File: config.mk
export PLATFORM = sky130hd
export DESIGN_NAME = store_addr_unit
export DESIGN_NICKNAME = d
export VERILOG_FILES = /design/src/rtl/store_addr_unit_pkg.sv /design/src/rtl/store_addr_unit_lane_gen.sv /design/src/rtl/store_addr_unit.sv
export SDC_FILE = /design/constraint.sdc
export NUM_CORES = 1
export LEC_CHECK = 0
export CORE_MARGIN = 3
export CORE_UTILIZATION = 48
export CTS_BUF_LIST = sky130_fd_sc_hd__clkbuf_4
export DETAILED_ROUTE_END_ITERATION = 12
export PLACE_DENSITY = 0.82
export SKIP_CTS_REPAIR_TIMING = 1
export SLEW_MARGIN = 20
export SYNTH_ARGS = -nofsm -noshare
export SYNTH_HDL_FRONTEND = slang
export SYNTH_SLANG_ARGS = --single-unit
File: constraint.sdc
create_clock -name clock -period 2.8 [get_ports clock]
set_clock_uncertainty 0.05 [all_clocks]
set_input_delay 0.56 -clock clock [delete_from_list [all_inputs] [get_ports clock]]
set_output_delay 0.56 -clock clock [all_outputs]
set_load 0.02 [all_outputs]
File: src/rtl/store_addr_unit_pkg.sv
// Shared types, size encodings and the ROB age compare used by store_addr_unit
// and by the other units that have to honour a pipeline flush.
package store_addr_unit_pkg;

   localparam int XLEN         = 64;
   localparam int PREG_W       = 7;
   localparam int ROB_SIZE_LOG = 5;
   localparam int SQ_SIZE_LOG  = 4;

   // One-hot access size encodings.
   localparam logic [3:0] LS_B = 4'b0001;
   localparam logic [3:0] LS_H = 4'b0010;
   localparam logic [3:0] LS_W = 4'b0100;
   localparam logic [3:0] LS_D = 4'b1000;

   // Operands captured at issue, held in the first stage.
   typedef struct packed {
      logic [XLEN-1:0]       rs1;
      logic [XLEN-1:0]       rs2;
      logic [XLEN-1:0]       imm;
      logic [XLEN-1:0]       pc;
      logic [3:0]            size;
      logic [ROB_SIZE_LOG:0] robid;
      logic [SQ_SIZE_LOG:0]  sqid;
   } st_s1_t;

   // True when robid_a is strictly younger than robid_b. The MSB is the wrap bit:
   // with equal wrap bits the larger index is younger, otherwise the smaller one.
   function automatic logic is_younger(input logic [ROB_SIZE_LOG:0] robid_a,
                                       input logic [ROB_SIZE_LOG:0] robid_b);
      if (robid_a[ROB_SIZE_LOG] == robid_b[ROB_SIZE_LOG])
         return robid_a[ROB_SIZE_LOG-1:0] > robid_b[ROB_SIZE_LOG-1:0];
      else
         return robid_a[ROB_SIZE_LOG-1:0] < robid_b[ROB_SIZE_LOG-1:0];
   endfunction

endpackage

File: src/rtl/store_addr_unit_lane_gen.sv
// Byte-lane generation for a store: byte enables, lane-shifted data and the
// natural-alignment check. Purely combinational.
module st_lane_gen
   import store_addr_unit_pkg::*;
(
   input  logic [2:0]      addr_lo,
   input  logic [3:0]      size,
   input  logic [XLEN-1:0] rs2,
   output logic [7:0]      mask,
   output logic [XLEN-1:0] data,
   output logic            misalign
);

   logic [7:0] base_mask;
   logic [2:0] align_bits;

   // Decode size to a base mask and the address bits that must be zero;
   // an invalid (non-one-hot) size yields no byte enables and a fault.
   always_comb begin
      base_mask  = 8'h00;
      align_bits = 3'b000;
      misalign   = 1'b1;
      unique case (size)
         LS_B: begin base_mask = 8'h01; align_bits = 3'b000; misalign = 1'b0; end
         LS_H: begin base_mask = 8'h03; align_bits = 3'b001; misalign = 1'b0; end
         LS_W: begin base_mask = 8'h0F; align_bits = 3'b011; misalign = 1'b0; end
         LS_D: begin base_mask = 8'hFF; align_bits = 3'b111; misalign = 1'b0; end
         default: ;
      endcase
      if ((addr_lo & align_bits) != 3'b000)
         misalign = 1'b1;
      mask = base_mask << addr_lo;
      data = rs2 << {addr_lo, 3'b000};
   end

endmodule

File: src/rtl/store_addr_unit.sv
// Store address unit: accepts stores from the issue queue, reads operands from
// the regfile, forms address/mask/lane data and writes the store-queue entry,
// reporting completion to the ROB. Two stages (operands, outputs), both flushable.
module store_addr_unit
   import store_addr_unit_pkg::*;
#(
   parameter int VADDR_W = 64
) (
   input  logic                    clock,
   input  logic                    reset_n,
   input  logic                    issue_st0_valid,
   output logic                    issue_st0_ready,
   input  logic [PREG_W-1:0]       issue_st0_prs1,
   input  logic [PREG_W-1:0]       issue_st0_prs2,
   input  logic [VADDR_W-1:0]      issue_st0_imm,
   input  logic [VADDR_W-1:0]      issue_st0_pc,
   input  logic [3:0]              issue_st0_ls_size,
   input  logic [ROB_SIZE_LOG:0]   issue_st0_robid,
   input  logic [SQ_SIZE_LOG:0]    issue_st0_sqid,
   output logic [PREG_W-1:0]       rf_rs1_idx,
   output logic [PREG_W-1:0]       rf_rs2_idx,
   input  logic [63:0]             rf_rs1_data,
   input  logic [63:0]             rf_rs2_data,
   output logic                    sq_wr_valid,
   input  logic                    sq_wr_ready,
   output logic [SQ_SIZE_LOG:0]    sq_wr_sqid,
   output logic [VADDR_W-1:0]      sq_wr_addr,
   output logic [63:0]             sq_wr_data,
   output logic [7:0]              sq_wr_mask,
   output logic                    sq_wr_misalign,
   output logic                    cmpl_valid,
   output logic [ROB_SIZE_LOG:0]   cmpl_robid,
   output logic                    cmpl_exc,
   output logic [VADDR_W-1:0]      cmpl_pc,
   input  logic                    flush_valid,
   input  logic [ROB_SIZE_LOG:0]   flush_robid
);

   st_s1_t                s1_q, s1_d;
   logic                  s1_valid_q, s1_valid_d;
   logic                  s2_valid_q, s2_valid_d;
   logic [SQ_SIZE_LOG:0]  s2_sqid_q, s2_sqid_d;
   logic [VADDR_W-1:0]    s2_addr_q, s2_addr_d;
   logic [63:0]           s2_data_q, s2_data_d;
   logic [7:0]            s2_mask_q, s2_mask_d;
   logic                  s2_misalign_q, s2_misalign_d;
   logic [ROB_SIZE_LOG:0] s2_robid_q, s2_robid_d;
   logic [VADDR_W-1:0]    s2_pc_q, s2_pc_d;

   logic            adv1, adv2, accept;
   logic            kill_in, kill_s1, kill_s2;
   logic [XLEN-1:0] s1_addr;
   logic [7:0]      lane_mask;
   logic [XLEN-1:0] lane_data;
   logic            lane_misalign;

   assign rf_rs1_idx = issue_st0_prs1;
   assign rf_rs2_idx = issue_st0_prs2;

   assign adv2            = !s2_valid_q || sq_wr_ready;
   assign adv1            = !s1_valid_q || adv2;
   assign issue_st0_ready = adv1;
   assign accept          = issue_st0_valid && adv1;

   assign kill_in = flush_valid && is_younger(issue_st0_robid, flush_robid);
   assign kill_s1 = flush_valid && is_younger(s1_q.robid, flush_robid);
   assign kill_s2 = flush_valid && is_younger(s2_robid_q, flush_robid);

   assign s1_addr = s1_q.rs1 + s1_q.imm;

   st_lane_gen u_lane_gen (
      .addr_lo  (s1_addr[2:0]),
      .size     (s1_q.size),
      .rs2      (s1_q.rs2),
      .mask     (lane_mask),
      .data     (lane_data),
      .misalign (lane_misalign)
   );

   // Next state for both stages: advance on the handshake, hold otherwise,
   // and drop any entry the flush marks as younger.
   always_comb begin
      s1_d          = s1_q;
      s1_valid_d    = s1_valid_q;
      s2_valid_d    = s2_valid_q;
      s2_sqid_d     = s2_sqid_q;
      s2_addr_d     = s2_addr_q;
      s2_data_d     = s2_data_q;
      s2_mask_d     = s2_mask_q;
      s2_misalign_d = s2_misalign_q;
      s2_robid_d    = s2_robid_q;
      s2_pc_d       = s2_pc_q;

      if (adv1) begin
         s1_valid_d = accept && !kill_in;
         if (accept) begin
            s1_d.rs1   = rf_rs1_data;
            s1_d.rs2   = rf_rs2_data;
            s1_d.imm   = XLEN'(issue_st0_imm);
            s1_d.pc    = XLEN'(issue_st0_pc);
            s1_d.size  = issue_st0_ls_size;
            s1_d.robid = issue_st0_robid;
            s1_d.sqid  = issue_st0_sqid;
         end
      end else begin
         s1_valid_d = s1_valid_q && !kill_s1;
      end

      if (adv2) begin
         s2_valid_d = s1_valid_q && !kill_s1;
         if (s1_valid_q) begin
            s2_sqid_d     = s1_q.sqid;
            s2_addr_d     = s1_addr[VADDR_W-1:0];
            s2_data_d     = lane_data;
            s2_mask_d     = lane_mask;
            s2_misalign_d = lane_misalign;
            s2_robid_d    = s1_q.robid;
            s2_pc_d       = s1_q.pc[VADDR_W-1:0];
         end
      end else begin
         s2_valid_d = s2_valid_q && !kill_s2;
      end
   end

   // Stage registers; reset clears both stages immediately.
   always_ff @(posedge clock or negedge reset_n) begin
      if (!reset_n) begin
         s1_q          <= '0;
         s1_valid_q    <= 1'b0;
         s2_valid_q    <= 1'b0;
         s2_sqid_q     <= '0;
         s2_addr_q     <= '0;
         s2_data_q     <= '0;
         s2_mask_q     <= '0;
         s2_misalign_q <= 1'b0;
         s2_robid_q    <= '0;
         s2_pc_q       <= '0;
      end else begin
         s1_q          <= s1_d;
         s1_valid_q    <= s1_valid_d;
         s2_valid_q    <= s2_valid_d;
         s2_sqid_q     <= s2_sqid_d;
         s2_addr_q     <= s2_addr_d;
         s2_data_q     <= s2_data_d;
         s2_mask_q     <= s2_mask_d;
         s2_misalign_q <= s2_misalign_d;
         s2_robid_q    <= s2_robid_d;
         s2_pc_q       <= s2_pc_d;
      end
   end

   assign sq_wr_valid    = s2_valid_q;
   assign sq_wr_sqid     = s2_sqid_q;
   assign sq_wr_addr     = s2_addr_q;
   assign sq_wr_data     = s2_data_q;
   assign sq_wr_mask     = s2_mask_q;
   assign sq_wr_misalign = s2_misalign_q;
   assign cmpl_valid     = s2_valid_q;
   assign cmpl_robid     = s2_robid_q;
   assign cmpl_exc       = s2_misalign_q;
   assign cmpl_pc        = s2_pc_q;

endmodule

Word-level counts from Yosys, hierarchy flattened --
Index checks and enable logic that the tools add are counted.
Word-level totals: register bits after elaboration 485, input bits 296, output and inout port bits 230, logic and storage cells 60
Operators by class: $add $sub $neg 1, order comparisons 6, equal/unequal tests 7, shift operators 2, mux-type cells 9, bitwise logic cells 1, reduce and logical (&&, ||, !) cells 18
Operators with widths (count):
- $add 64x64->64 | 1
- $shl 64x6->64 | 1
- $pmux 8 s4 | 1
- $gt 5x5->1 | 3
- $lt 5x5->1 | 3
- $pmux 3 s3 | 1
- $shl 8x3->8 | 1
- $logic_and 1x1->1 | 7
- $mux 1 | 7
- $logic_not 1->1 | 5
- $eq 4x1->1 const B | 1
- $eq 4x2->1 const B | 1
- $eq 4x3->1 const B | 1
- $eq 4x4->1 const B | 1
- $reduce_and 2->1 | 2
- $reduce_or 4->1 | 1
- $and 3x3->3 | 1
- $eq 1x1->1 | 3
- $reduce_bool 3->1 | 1
- $logic_or 1x1->1 | 2

Depth between registers and ports, before layout --
Gate-level depths: netlist of the first run.
depth in word-level cells 6, depth in mapped cells 13, depth with buffers taken out 13

Cells and area by module --
From an unflattened synthesis of the first run, not the netlist that was laid out.
Second synthesis, totals: cell total of the unflattened synthesis 2319, area total of the unflattened synthesis 24104.4 um^2
By module, submodules not included:
- store_addr_unit | times used 1, cells each 2033, area an instance 22002.4 um^2, seq. area each 12136.6 um^2
- st_lane_gen | times used 1, cells each 286, area an instance 2102.0 um^2, seq. area each 0.0 um^2

Worst setup path before layout of the first run --
OpenSTA, ideal clock, no wires.
path kind reg-to-reg, from register s1_q[79] in the netlist's numbering, to register s2_addr_q[60], in the netlist sq_wr_addr[60], setup time 0.069 ns, data arrival time 2.961 ns, data required time 2.681 ns, path slack -0.280 ns, cell stages (with the launch flop) 14, path buffers 0, period minus slack after synthesis 3.080 ns, path through dfrtp_1 ha_1 inv_1 fa_1 nor2b_4 o31a_1 o31ai_2 nand3_2 a2111oi_4 o21ai_2 a21oi_2 nor4b_1 or4_1 nand3_1
On the way: longest elaborated chain between the ends 1
RTL lines:
- start: declaration | line store_addr_unit.sv:39 | st_s1_t s1_q, s1_d;
- start signal: assignment | line store_addr_unit.sv:128 | s1_q <= '0;
- start signal: assignment | line store_addr_unit.sv:139 | s1_q <= s1_d;
- $add 64x64->64 | line store_addr_unit.sv:69 | assign s1_addr = s1_q.rs1 + s1_q.imm;
- end signal: assignment | line store_addr_unit.sv:143 | s2_addr_q <= s2_addr_d;
- end: declaration | line store_addr_unit.sv:43 | logic [VADDR_W-1:0] s2_addr_q, s2_addr_d;
No other way between the ends. A chain may end at the register's enable or synchronous reset.

Worst setup path in the final report of the first run --
Ends and elaborated chain as after synthesis.

==> results of run 1 <==
[cell type report]
cell class                      instances  area, um2
Fill cell                            3377      15000
Sequential cell                       485      12100
Multi-Input combinational cell       1567      11600
Timing Repair Buffer                  718       6980
Clock buffer                          184       1380
Tap cell                              656        821
Clock inverter                         36        292
Inverter                               29        109
Antenna cell                           17       42.5
[power by group through the flow]
stage                     Clock (uW)  Sequential, uW  Combinational, uW
after CTS                       6660           10500              14600
after floorplan                    0           11800               6260
after detailed placement           0           10600              14500
after global routing            7090           10700              16400
final                           6510           10600              15400
after global placement             0           10500              14200
[per-stage QoR]
stage	utilization [%]	hold WS, ns
3_3_place_gp	63.8	0.391
4_1_cts	67.2	-0.496
2_1_floorplan	-	0.214
6_report	68.9	0.0977
3_5_place_dp	63.8	0.399
5_1_grt	68.9	0.0387
[layer usage]
| metal | wire, um | vias up | GRT usage [%] |
|---|---|---|---|
| met5 | 82 | - | 0 |
| met4 | 3120 | 14 | 14.0 |
| li1 | - | 9333 | - |
| met2 | 39600 | 884 | 50.5 |
| met3 | 6880 | 230 | 10.5 |
| met1 | 28400 | 10200 | 32.3 |
[flip-flops by register name (all words and copies together) (netlist names)]
name / count
s1_valid_q: 1
s1_q: 271
sq_wr_mask: 8
cmpl_valid: 1
sq_wr_sqid: 5
sq_wr_data: 64
cmpl_exc: 1
cmpl_robid: 6
cmpl_pc: 64
sq_wr_addr: 64
[cell usage after synthesis, drive strengths merged, types with 9 or more instances]
cell and number:
mux4 10, xor2 22, nand2b 10, a22o 35, nand4 24, a31oi 36
nor2b 22, nor2 89, nand3 34, xnor2 36, ha 78, a211oi 31
nand2 420, nor3 19, o21ai 150, mux2 290, mux2i 37, buf 24
a21o 24, clkbuf 130, o21bai 17, o21a 9, o31ai 10, dfrtp 485
a21oi 94, inv 29
[worst paths after layout]
path	slack, ns	end	depth (start not counted)	from
worst max register to register	-0.33	sq_wr_addr[60]	14	s1_q[79]
worst min register to register	0.41	cmpl_pc[20]	2	s1_q[35]
max in group asynchronous	1.72	s1_q[125]	3	reset_n
min in group asynchronous	0.17	s1_q[177]	2	reset_n
worst max-delay path	-0.33	sq_wr_addr[60]	14	s1_q[79]
worst min-delay path	0.1	s1_q[149]	2	rf_rs2_data[6]
[critical path, delay by kind of cell, from the launching register on]
family          cells  cell delay, ns
simple gates        5            0.78
flops               1            0.40
fa+ha+maj           2            0.43
compound gates      5            1.18
buf+inv             2            0.25
[cells by family (layout without fill, tap and decap cells)]
| group | count (synthesis) | count (layout) |
|---|---|---|
| AOI/OAI and AO/OA | 445 | 445 |
| xor gates and xnor gates | 58 | 58 |
| adders and majority gates | 79 | 79 |
| buffers and inverters | 183 | 967 |
| DFF | 485 | 485 |
| muxes | 337 | 337 |
| other | 0 | 17 |
| and+or+nand+nor | 648 | 648 |
==> metrics.txt, run 1 <==
Synth cell types slightly above 60; post-route DRC violation count 0; Max Slew Vio Count 0; most frequent cells in the layout clkdlybuf4s50_1 (492), dfrtp_1 (485), nand2_1 (415); I/O pin cnt 526; dpl cells 3437; Fin Setup TNS -3.81 ns; Synth Area in Simple Gates approximately 12%; main combinational cell family by area after synthesis multiplexers; Critical Path Start Type flip-flop; WL final just under 80000 um; vias in the first global route 22000; design area 33300 um2; drt wl/cell 21.1 um; Req. time, crit path 3.66 ns; clock-pin slew on the worst setup and hold paths roughly 0.07 ns; final cell count without fillers ~3700; vias 20700; Worst path slowest cell dfrtp_1; antenna violations before repair 21; largest cells by area after synthesis dfrtp_1 (51%), mux2_2 (14%), nand2_1 (6.6%), ha_1 (4.1%), o21ai_0 (3.1%); Comb pwr share between 40 and 50%; Synth Area in Compound Gates between 10% and 20%; root buf cell clkbuf_4; top_reg_cell synth dfrtp_1; Routed Antenna Nets 0; static leakage 0.0147 uW; failing checks negative setup slack; post-synthesis register bit count ~490; Max Freq around 320 MHz; pwr dens approximately 1000 nW/um2; commonest non-fill, non-tap cell in the layout clkdlybuf4s50_1; Final Hold Viols 0; register share of total power between 30% and 40%; row count 80; later-pin clock latency in the skew report roughly 1.0 ns; DR iter-0 viols approximately 1400; layout net count 3309; Switch Pwr 12800 uW; Syn Inst Count ~2200; Slew HR between 40% and 50%; Tot GR Track Use approximately 29%; hpwl dp ~57000 um; Setup WS post-layout -0.334 ns; GR Overflow Total 0; Setup WS pre-CTS -0.626 ns; maximum vdd drop just over 0.7 mV; status finished with violations; vias per cell roughly 5.6; Max Fanout on Critical Path 4; mux contribution to synthesized area ~16%; sequential fraction of the synthesis area 51.0%; layout cells sized above 1 a little over a quarter; Worst Path Arrival 3.99 ns; cell-internal power 19700 uW; Mean Syn Cell Area approximately 11 um2; EDFF count, synth 0; Crit Path Class reg2reg; CTS Buf Count ~130; # setup viols final 18; area share of fa/ha/maj cells after synthesis under 10%; I/O Buffers slightly below 500; Tcrit/Tclk final 112%; Min-Delay Path Class in2reg; Die Width ~230 um; FFs w/ async S/R, synth 100%; H-tree depth 4; Setup crit end kind flip-flop; clk buf depth 3; chip height 229 um; YS warnings 0; clock sink total about 490; Net Count, Synth 2610; largest net degree at the start of global routing 87; RSZ-0062 raised after global routing true; largest area contributor in the netlist dfrtp_1; Tot Pwr roughly 32000 uW; xor/xnor cell area share of the yosys netlist 2.13%; max-cap check violation count 0; die footprint between 50000 and 60000 um2; Placed Area 30800 um2; post-synth top area share between 50% and 60%; worst-path cell chain ha_4 -> inv_2 -> fa_4 -> nor2b_4 -> o31a_1 -> o31ai_4 -> nand3_2 -> a2111oi_4 -> buf_4 -> o21ai_4 -> a21oi_4 -> nor4b_4 -> or4_1 -> nand3_1; Switching Fraction ~39%; Final GP Congestion between 0.9 and 1; Tmin final between 3 and 4 ns; Max stage delay on crit path around 0.40 ns; Synth Cell Area 23800 um2; CTS tree yes; drt pass-1 iters 6; first-pass GRT wire length 120000 um; clock share of power approximately a fifth; synthesis-to-layout area growth 40.0%; core area about 48000 um2; Worst-Margin Slew between 0.8 and 0.9 ns; Starting Density between 40% and 50%
Note: power is estimated with default switching activity, not from simulation.
==> run 2: changes to the inputs <==
Settings changed: ABC_CLOCK_PERIOD_IN_PS from default to 2800, CORE_UTILIZATION 48 to 55, DONT_BUFFER_PORTS from default to 1, PLACE_DENSITY 0.82 to 0.75.
==> run 2 against run 1 <==
Against the previous run:
- the run ends with negative hold slack, max-slew violations, negative setup slack left
- setup slack worse by 0.036 ns
- hold slack worse by 0.78 ns
- count of clock-buffer cells in the layout is 17 lower
- global-route usage is 0.70 points lower
- largest cell class unchanged
==> metrics.txt, run 2 (synthesis results as in run 1) <==
reg-to-reg critical path startpoint s1_q[207]; Tot Pwr between 20000 and 30000 uW; Setup WS pre-CTS -0.573 ns; Max stage delay on crit path between 0.4 and 0.5 ns; row count 75; Worst-Margin Slew about 1.8 ns; root buf cell clkbuf_4; Crit Path Class reg2reg; Max Fanout on Critical Path 4; reg-to-reg slack, setup -0.37 ns; synthesis-to-layout area growth 27.8%; die footprint roughly 46000 um2; layout cells sized above 1 between 20% and 30%; RSZ-0062 raised after global routing true; Fin Setup TNS -3.85 ns; Slew HR -21.5%; I/O pin cnt 526; CTS tree yes; Routed Antenna Nets 0; drt wl/cell approximately 22 um; largest net degree at the start of global routing around 500; GR Overflow Total 0; hpwl dp around 48000 um; max-cap check violation count 0; Reg area 12100 um2; final core occ between 70% and 80%; Starting Density between 50% and 60%; core area ~42000 um2; H-tree depth 3; antenna violations before repair 14; Setup crit end kind flip-flop; Placed Area between 20000 and 30000 um2; Min-Delay Path Class in2async; Req. time, crit path about 3.6 ns; I/O Buffers 0; commonest non-fill, non-tap cell in the layout dfrtp_1; Setup WS post-layout -0.370 ns; WL final 75200 um; # setup viols final 23; Critical Path Start Type flip-flop; Final Hold Viols between 400 and 500; Final GP Congestion approximately 0.94; worst-path cell chain ha_2 -> inv_2 -> fa_4 -> nor2b_4 -> o31a_1 -> o31ai_4 -> nand3_2 -> a2111oi_4 -> o21ai_2 -> a21oi_4 -> nor4b_2 -> or4_1 -> nand3_1; vias in the first global route between 15000 and 20000; pwr dens roughly 960 nW/um2; max reg flops approximately 270; Worst path slowest cell a2111oi_4; clock sink total 485; clock-pin slew on the worst setup and hold paths ~0.080 ns; most frequent cells in the layout dfrtp_1 (485), nand2_1 (414), mux2_2 (289); Tmin final between 3 and 4 ns; FILL cells about 2700; kind of cell adding the most delay to the critical path compound AO/OA/AOI/OAI gates; first-pass GRT wire length between 100000 and 150000 um; Tot GR Track Use between 20 and 30%; vias per cell between 5 and 6; Buf+Inv Stages, Crit Path 1; static leakage 0.0137 uW; status finished with violations; Worst Setup SP s1_q[207]; design area approximately 30000 um2; post-route DRC violation count 0; Max Freq 316 MHz; drt pass-1 iters 6; Multi-input gate area about 11000 um2; clk buf depth 3; Die Width 214 um; later-pin clock latency in the skew report 0.94 ns; hold slack -0.687 ns; layout net count 3051; DR iter-0 viols roughly 1800; maximum vdd drop ~0.60 mV; chip height between 200 and 250 um; Tcrit/Tclk final 113%; CTS Buf Count 119; Max Slew Vio Count 188; failing checks negative hold slack, max-slew violations, negative setup slack; Worst Path Arrival 3.95 ns; vias ~20000; Reg with most FFs s1_q
run 2: changes by cell type in the layout (fill, tap and decap cells not counted), sizes merged, moves of 17 or more:
cell           delta
buf              -21
clkbuf           -17
clkdlybuf4s50   -492
clkinv           +20
dlygate4sd3     +273
run 2: cell type report:
type	count	area share, %
Sequential cell	485	39.9
Multi-Input combinational cell	1567	37.8
Timing Repair Buffer	474	14.4
Clock buffer	167	4.12
Tap cell	577	2.37
Clock inverter	51	0.926
Inverter	29	0.358
Antenna cell	15	0.123
run 2: worst reg2reg max path, stage by stage (launching register included):
cell       delay [ns]
dfrtp_1          0.39
ha_2             0.20
inv_2            0.06
fa_4             0.26
nor2b_4          0.04
o31a_1           0.28
o31ai_4          0.24
nand3_2          0.15
a2111oi_4        0.46
o21ai_2          0.16
a21oi_4          0.24
nor4b_2          0.10
or4_1            0.41
nand3_1          0.08
run 2: per-stage QoR:
step / hold slack [ns] / cells
floorplan: 0.214 / 2235
global placement: 0.229 / 2844
detailed placement: 0.233 / 2844
CTS: -0.773 / 3062
global route: -0.779 / 3362
finish: -0.687 / 3365
run 2: worst paths after layout:
check / end / cells after the start
max: sq_wr_addr[60] / 13
min: cmpl_robid[1] / 0
max reg2reg: sq_wr_addr[60] / 13
min reg2reg: cmpl_pc[47] / 2
max in group asynchronous: sq_wr_sqid[4] / 0
min in group clock: s1_valid_q / 4
run 2: power by group:
part           internal [uW]  leakage [uW]  switching (uW)  total [uW]
Clock                   2970      0.000899            3090        6060
Sequential              8990       0.00582            3870       12900
Combinational           4790       0.00694            5390       10200
run 2: routing by layer:
| metal | wire length, um | global-route usage, % | vias to the layer above | share of wire [%] |
|---|---|---|---|---|
| li1 | - | - | 8825 | - |
| met1 | 27500 | 32.5 | 9728 | 37 |
| met2 | 37600 | 47.6 | 1022 | 50 |
| met3 | 6530 | 11.8 | 277 | 8.7 |
| met4 | 3630 | 12.7 | 6 | 4.8 |
| met5 | 34 | 0 | - | 0.045 |
